$ cat src/rtl/reg_pkg.sv
// Shared types and defaults for the register-write arbiter.
package reg_pkg;

  localparam int DEF_WIDTH = 8;
  localparam int DEF_NREQ  = 4;
  localparam int CNT_W     = 16;

  typedef enum logic [1:0] {
    ST_IDLE     = 2'd0,
    ST_GRANT    = 2'd1,
    ST_COOLDOWN = 2'd2
  } state_t;

endpackage

$ cat src/rtl/rr_pick.sv
// Rotating-priority picker: first asserted request at or above ptr, wrapping to 0.
module rr_pick
  import reg_pkg::*;
#(
  parameter int NREQ = DEF_NREQ,
  parameter int IW   = $clog2(NREQ)
) (
  input  logic [NREQ-1:0] req,
  input  logic [IW-1:0]   ptr,
  output logic [NREQ-1:0] onehot,
  output logic [IW-1:0]   idx
);

  // NOTE: every output gets a default before the loop, so no path leaves one unassigned (no latch).
  always_comb begin
    logic found;
    int   j;
    onehot = '0;
    idx    = '0;
    found  = 1'b0;
    for (int k = 0; k < NREQ; k++) begin
      j = int'(ptr) + k;
      if (j >= NREQ) j = j - NREQ;
      if (!found && req[j]) begin
        found     = 1'b1;
        onehot[j] = 1'b1;
        idx       = IW'(j);
      end
    end
  end

endmodule

$ cat src/rtl/reg_arbiter.sv
// Round-robin arbiter feeding one shared register: IDLE -> GRANT -> COOLDOWN, one write per 3 cycles.
module reg_arbiter
  import reg_pkg::*;
#(
  parameter int WIDTH = DEF_WIDTH,
  parameter int NREQ  = DEF_NREQ
) (
  input  logic                  clk,
  input  logic                  rst,
  input  logic [NREQ-1:0]       req,
  input  logic [NREQ*WIDTH-1:0] data_in,
  input  logic                  en,
  output logic [NREQ-1:0]       gnt,
  output logic                  load,
  output logic [WIDTH-1:0]      data_out,
  output logic [CNT_W-1:0]      wr_cnt,
  output logic                  busy
);

  localparam int IW = $clog2(NREQ);

  state_t            state_q, state_d;
  logic              start;
  logic [IW-1:0]     ptr_q;
  logic [IW-1:0]     pick_idx;
  logic [NREQ-1:0]   pick_onehot;
  logic [NREQ-1:0]   gnt_q;
  logic [WIDTH-1:0]  data_q;
  logic [CNT_W-1:0]  cnt_q;
  logic [WIDTH-1:0]  pick_data;
  logic [IW-1:0]     next_ptr;

  rr_pick #(.NREQ(NREQ), .IW(IW)) u_pick (
    .req    (req),
    .ptr    (ptr_q),
    .onehot (pick_onehot),
    .idx    (pick_idx)
  );

  assign pick_data = data_in[int'(pick_idx)*WIDTH +: WIDTH];
  assign next_ptr  = (pick_idx == IW'(NREQ-1)) ? '0 : pick_idx + 1'b1;

  // en and req only matter in IDLE; GRANT and COOLDOWN run to completion.
  always_comb begin
    state_d = state_q;
    start   = 1'b0;
    case (state_q)
      ST_IDLE: begin
        if (en && (|req)) begin
          state_d = ST_GRANT;
          start   = 1'b1;
        end
      end
      ST_GRANT:    state_d = ST_COOLDOWN;
      ST_COOLDOWN: state_d = ST_IDLE;
      default:     state_d = ST_IDLE;
    endcase
  end

  // NOTE: sequential state uses non-blocking assignments so every register samples pre-edge values.
  always_ff @(posedge clk) begin
    if (!rst) state_q <= ST_IDLE;
    else      state_q <= state_d;
  end

  always_ff @(posedge clk) begin
    if (!rst) begin
      ptr_q  <= '0;
      gnt_q  <= '0;
      data_q <= '0;
      cnt_q  <= '0;
    end else if (start) begin
      gnt_q  <= pick_onehot;
      data_q <= pick_data;
      ptr_q  <= next_ptr;
      cnt_q  <= cnt_q + 1'b1;
    end else begin
      gnt_q  <= '0;
    end
  end

  assign gnt      = gnt_q;
  assign load     = (state_q == ST_GRANT);
  assign busy     = (state_q != ST_IDLE);
  assign data_out = data_q;
  assign wr_cnt   = cnt_q;

endmodule

$ cat config.mk
export PLATFORM = sky130hd
export DESIGN_NAME = reg_arbiter
export DESIGN_NICKNAME = d
export VERILOG_FILES = /design/src/rtl/reg_pkg.sv /design/src/rtl/rr_pick.sv /design/src/rtl/reg_arbiter.sv
export SDC_FILE = /design/constraint.sdc
export NUM_CORES = 1
export LEC_CHECK = 0
export ABC_AREA = 0
export CAP_MARGIN = 20
export CORE_MARGIN = 1.5
export CORE_UTILIZATION = 49
export DETAILED_ROUTE_END_ITERATION = 10
export HOLD_SLACK_MARGIN = 0.06
export PLACE_DENSITY = 0.92
export SLEW_MARGIN = 20
export SYNTH_ARGS = -nofsm -noshare
export SYNTH_HDL_FRONTEND = slang
export SYNTH_HIERARCHICAL = 1
export SYNTH_SLANG_ARGS = --single-unit
export TNS_END_PERCENT = 30
$ cat constraint.sdc
create_clock -name clk -period 7.7 [get_ports clk]
set_input_delay 1.155 -clock clk [delete_from_list [all_inputs] [get_ports clk]]
set_output_delay 1.155 -clock clk [all_outputs]
set_load 0.02 [all_outputs]
=== Word level (Yosys, flattened, before mapping) ===
Index checks and enable logic that the tools add are counted.

* Add/sub/neg operators: 9
* Equal/unequal tests: 3
* Mux-type cells: 40
* Magnitude comparators: 12
* Shifts and indexed selects: 1
* Reductions and logical operators: 15
* Bitwise logic cells: 3

{| class="wikitable"
|+ Operator list
! kind !! count
|-
| $ge A32 B1 Y1 const B || 4
|-
| $lt A32 B4 Y1 const B || 4
|-
| $mux W32 || 4
|-
| $ge A32 B4 Y1 const B || 3
|-
| $sub A32 B4 Y32 const B || 3
|-
| $shiftx A32 B6 Y8 || 1
|-
| $mux W1 || 17
|-
| $add A16 B1 Y16 const B || 1
|-
| $mux W4 || 4
|-
| $mux W2 || 6
|-
| $or A4 B4 Y4 || 3
|-
| $bmux W1 S2 || 4
|-
| $demux W1 S2 || 4
|-
| $logic_and A1 B1 Y1 || 8
|-
| $add A2 B2 Y3 const B || 2
|-
| $pmux W2 S2 || 1
|-
| $reduce_or A4 Y1 || 1
|-
| $sub A2 B3 Y4 const B || 1
|-
| $add A2 B1 Y3 const B || 1
|-
| $ge A2 B3 Y1 const B || 1
|-
| $logic_not A1 Y1 || 3
|-
| $add A2 B1 Y2 const B || 1
|-
| $eq A2 B1 Y1 const B || 1
|-
| $eq A2 B2 Y1 const B || 1
|-
| other kinds (4) || 4
|}

* Word-level logic and storage cells: 88
* Output and inout bits: 30
* Flip-flop bits (word level): 32

=== Longest topological paths before layout ===
* Depth in word-level cells: 17
* Mapped depth: 12
* Mapped depth without buffers: 10

=== Hierarchy ===
The synthesis kept the hierarchy.

{| class="wikitable"
|+ By module, submodules not included
! module !! instances !! cells each !! area an instance (sq um)
|-
| reg_arbiter || 1 || 160 || 1524.0
|-
| rr_pick || 1 || 49 || 456.7
|}

=== Worst setup path before layout ===
Ideal clock, no wire load.

* Kind: input port to flip-flop
* Start: in req[2]
* End: reg data_q[0], in the netlist data_out[0]
* Stages: 9
* Slack: 4.519 ns
* Library setup time: 0.132 ns
* Arrival: 3.049 ns
* Path buffers: 1
* Cell sequence: mux4_2 nor2b_4 o21ai_1 and3_1 o22ai_1 buf_1 mux4_2 nand2_1 a21oi_1

* Cells in the longest elaborated chain, start to end: 14
* Elaborated cells on any way between the ends: 30
* Those cells by class: shift (1); mux (21); reduce/logical (8)

{| class="wikitable"
|+ RTL lines
! item !! RTL line !! source
|-
| start, declared || reg_arbiter.sv:10 || <nowiki>input logic [NREQ-1:0] req,</nowiki>
|-
| $bmux W1 S2 || rr_pick.sv:24 || <nowiki>if (!found && req[j]) begin</nowiki>
|-
| $mux W1 (implied by the code) (2 in series) || rr_pick.sv:24 ||
|-
| $mux W1 || rr_pick.sv:24 ||
|-
| $logic_not A1 Y1 || rr_pick.sv:24 ||
|-
| $logic_and A1 B1 Y1 || rr_pick.sv:24 ||
|-
| $mux W1 || rr_pick.sv:24 ||
|-
| $logic_not A1 Y1 || rr_pick.sv:24 ||
|-
| $logic_and A1 B1 Y1 || rr_pick.sv:24 ||
|-
| $mux W1 || rr_pick.sv:24 ||
|-
| $logic_not A1 Y1 || rr_pick.sv:24 ||
|-
| $logic_and A1 B1 Y1 || rr_pick.sv:24 ||
|-
| $mux W2 * || rr_pick.sv:24 ||
|-
| net pick_idx[1] || reg_arbiter.sv:25 || <nowiki>logic [IW-1:0] pick_idx;</nowiki>
|-
| $shiftx A32 B6 Y8 * || reg_arbiter.sv:40 || <nowiki>assign pick_data = data_in[int'(pick_idx)*WIDTH +: WIDTH];</nowiki>
|-
| end signal, assigned || reg_arbiter.sv:74 || <nowiki>data_q <= pick_data;</nowiki>
|-
| end, declared || reg_arbiter.sv:28 || <nowiki>logic [WIDTH-1:0] data_q;</nowiki>
|}

The timed path passes the listed nets; every way through them passes the cells marked *. The select of a mux whose other input is x is not followed.
A chain may end at the register's enable or synchronous reset.

=== Final worst setup path ===
* Start: in req[1]
* End: reg data_q[5], in the netlist data_out[5]

The elaborated chain is that of the path after synthesis.

==> flow_summary.yaml <==
worst_setup_path:
  cp-start-kind: "primary input"
  critPathRequiredTime_ns: 7.84
  cp-startpoint: "req[1]"
  path_class: "primary input to flop"
  r2r_slack_ns: 3.72
  ff2ff_path_depth: 10
  reg2reg_from: "ptr_q[0]"
  critPathMaxFanout: 9
  r2r-end: "data_out[5]"
  end_kind: "flop"
  crit_end: "data_out[5]"
  cp.arrival_ns: 4.16
logic_synthesis:
  syn_inst: 209
  yosys_warnings: 6
  synth-xor-area-share: 0.0265
  ys_ff_latch: 32
  synth_top_area_cell: "dfxtp_1"
  synthFlopType: "dfxtp_1"
  synth-seq-area-share: 0.323
  synth_top_area_frac: 0.323
  syn_area_sq_um: 1980
  synth_top_family_by_area: "simple AND/OR/NAND/NOR gates"
  postSynthAreaPerCell_sq_um: 9.48
  synthTopCellsByArea: "dfxtp_1 32%, mux4_2 13%, ha_1 6.3%"
  syn_nets: 258
  synth.distinct_cells: 50
  synthSimpleGateAreaFrac: 0.241
  synth_adder_area_share: 0.0632
  synth-async-reset-ratio: 0
  synthMuxAreaShare: 0.159
  synth_compound_area_frac: 0.145
  synth-edff-count: 0
layout:
  nets: 324
  antenna_cells: 0
  finalNonFillerCells: 324
  layout_commonest_cell: "clkdlybuf4s50_1"
  final_layout_size_suffix_gt1_frac: 0.109
  fillers: 264
  final_cell_mix: "68 x clkdlybuf4s50_1, 32 x dfxtp_1, 28 x nand2_1"
  area_growth_pct: 41.4
grt:
  grt_pass1_wl_um: 8760
  grt_antenna_before_repair: 0
  overflow: 0
  grt_max_degree: 24
  grt_pass1_vias: 1896
  grt.total_usage: 0.260
worst_hold_path:
  hold_path.class: "flop to flop"
outcome:
  status: "finished clean"
clock_tree:
  ctsHoldBuffers: 0
  clkTransAtPathRegs_ns: 0.06
  clockRootBuffer: "clkbuf_8"
  cts_setup_buffers: 0
  clkLatencyLatePin_ns: 0.28
  tritoncts: "built"
  cts_buffer_depth: 2
  cts_sinks: 32
  cts_resized: 0
  cts_made_buffers: 5
  htree_levels: 2
timing:
  setup_slack_ns: 3.68
  fin_crit_sh: 0.522
  tightest_slew_ns: 1.01
  clock.fmax_mhz: 249
  tns_ns: 0
  slew-limit-headroom: 0.323
  maxSlewViolCount: 0
  skew_ns: 0.00163
  final_hold_viol_count: 0
  min_period_ns: 4.02
  rsz0062_at_grt: "no"
  hold_slack_ns: 0.463
  setup_viol: 0
job:
  cap_violations: 0
placement:
  hpwlAfterDp_um: 3720
  io_buffer_count: 68
  globalplace.congestion: 0.861
  dp_cells: 316
  dp_slack_ns: 3.44
die:
  rows: 22
  core_area_sq_um: 3770
  io-pin-count: 69
  die_h_um: 66.6
  dieArea_sq_um: 4430
  start_util: 0.525
  die_w_um: 66.6
routing:
  num_vias: 1927
  wl_per_cell_um: 15.7
  ant_nets: 0
  drc: 0
  drt-initial-drc-count: 99
  finalWirelength_um: 5080
  first_pass_iters: 5
  routed_via_density: 5.95
pwr:
  p_per_area_nw_per_um2: 244
  irDropWorstVdd_mv: 0.191
  power.total_mw: 0.684
  power_leakage_nw: 1.02
==> flip-flops by register name, indices dropped and copies added (netlist names) <==
signal    flops
wr_cnt       16
data_out      8
gnt           4
ptr_q         2
state_q       2
==> cell type report <==
cell class | count | area [sq um] | share of cell area
multi-input combinational | 161 | 1260 | 0.451
timing repair buffer | 69 | 688 | 0.246
sequential | 32 | 641 | 0.229
clock buffer | 7 | 96.3 | 0.0344
tap | 48 | 60.1 | 0.0214
clock inverter | 1 | 30.0 | 0.0107
inverter | 6 | 22.5 | 0.00804
==> cell families after synthesis <==
logic type,Yosys count
simple gates,83
compound gates,46
fa+ha+maj,10
mux,16
flops,32
xor+xnor,6
buf+inv,16
==> worst max-delay path, cell delays in order <==
cell,delay [ns]
clkdlybuf4s50_1,0.54
mux4_2,0.65
nor2b_4,0.23
o21ai_1,0.10
and3_1,0.20
o22ai_1,0.69
mux4_2,0.41
nand2_1,0.09
a21oi_1,0.08
==> per-stage QoR <==
stage                     area (sq um)  utilization
after floorplan                   1980            -
after global placement            2670        0.709
after detailed placement          2670        0.709
after CTS                         2800        0.743
after global routing              2800        0.743
final                             2800        0.743
==> worst min-delay path by stage <==
| stage | start | end | slack [ns] | cells after the start |
|---|---|---|---|---|
| finish | data_out[2] | data_out[2] | 0.46 | 2 |
| global route | data_out[2] | data_out[2] | 0.49 | 2 |
| CTS | data_out[4] | data_out[4] | 0.46 | 2 |
| detailed placement | data_out[4] | data_out[4] | 0.46 | 2 |
| global placement | data_out[0] | data_out[0] | 0.44 | 2 |
| floorplan | data_out[0] | data_out[0] | 0.53 | 2 |
==> per-layer routing <==
metal  GRT usage  wire [um]  up-vias
li1            -          -      905
met2       0.474       2670       87
met1       0.296       2000      921
met3      0.0456        254       14
met5           0          0        -
met4       0.112        158        0
==> power breakdown <==
| part | internal (mW) | switching (mW) |
|---|---|---|
| combinational | 0.157 | 0.148 |
| sequential | 0.182 | 0.0214 |
| clock | 0.114 | 0.0614 |
==> cell usage after synthesis, types with 3 or more instances <==
cell type,n
dfxtp_1,32
nand2_1,28
a21oi_1,16
mux4_2,11
ha_1,10
nor2_1,10
a22oi_1,8
and3_1,7
o21ai_1,6
inv_1,5
nand3_1,5
mux2i_1,4
nand2b_1,4
nand4_1,4
o21ai_0,4
or3_1,4
buf_2,3
clkbuf_1,3
nor3_1,3
o41ai_1,3
xnor2_1,3
xor2_1,3
No activity file was read; power rests on OpenSTA's default activity.
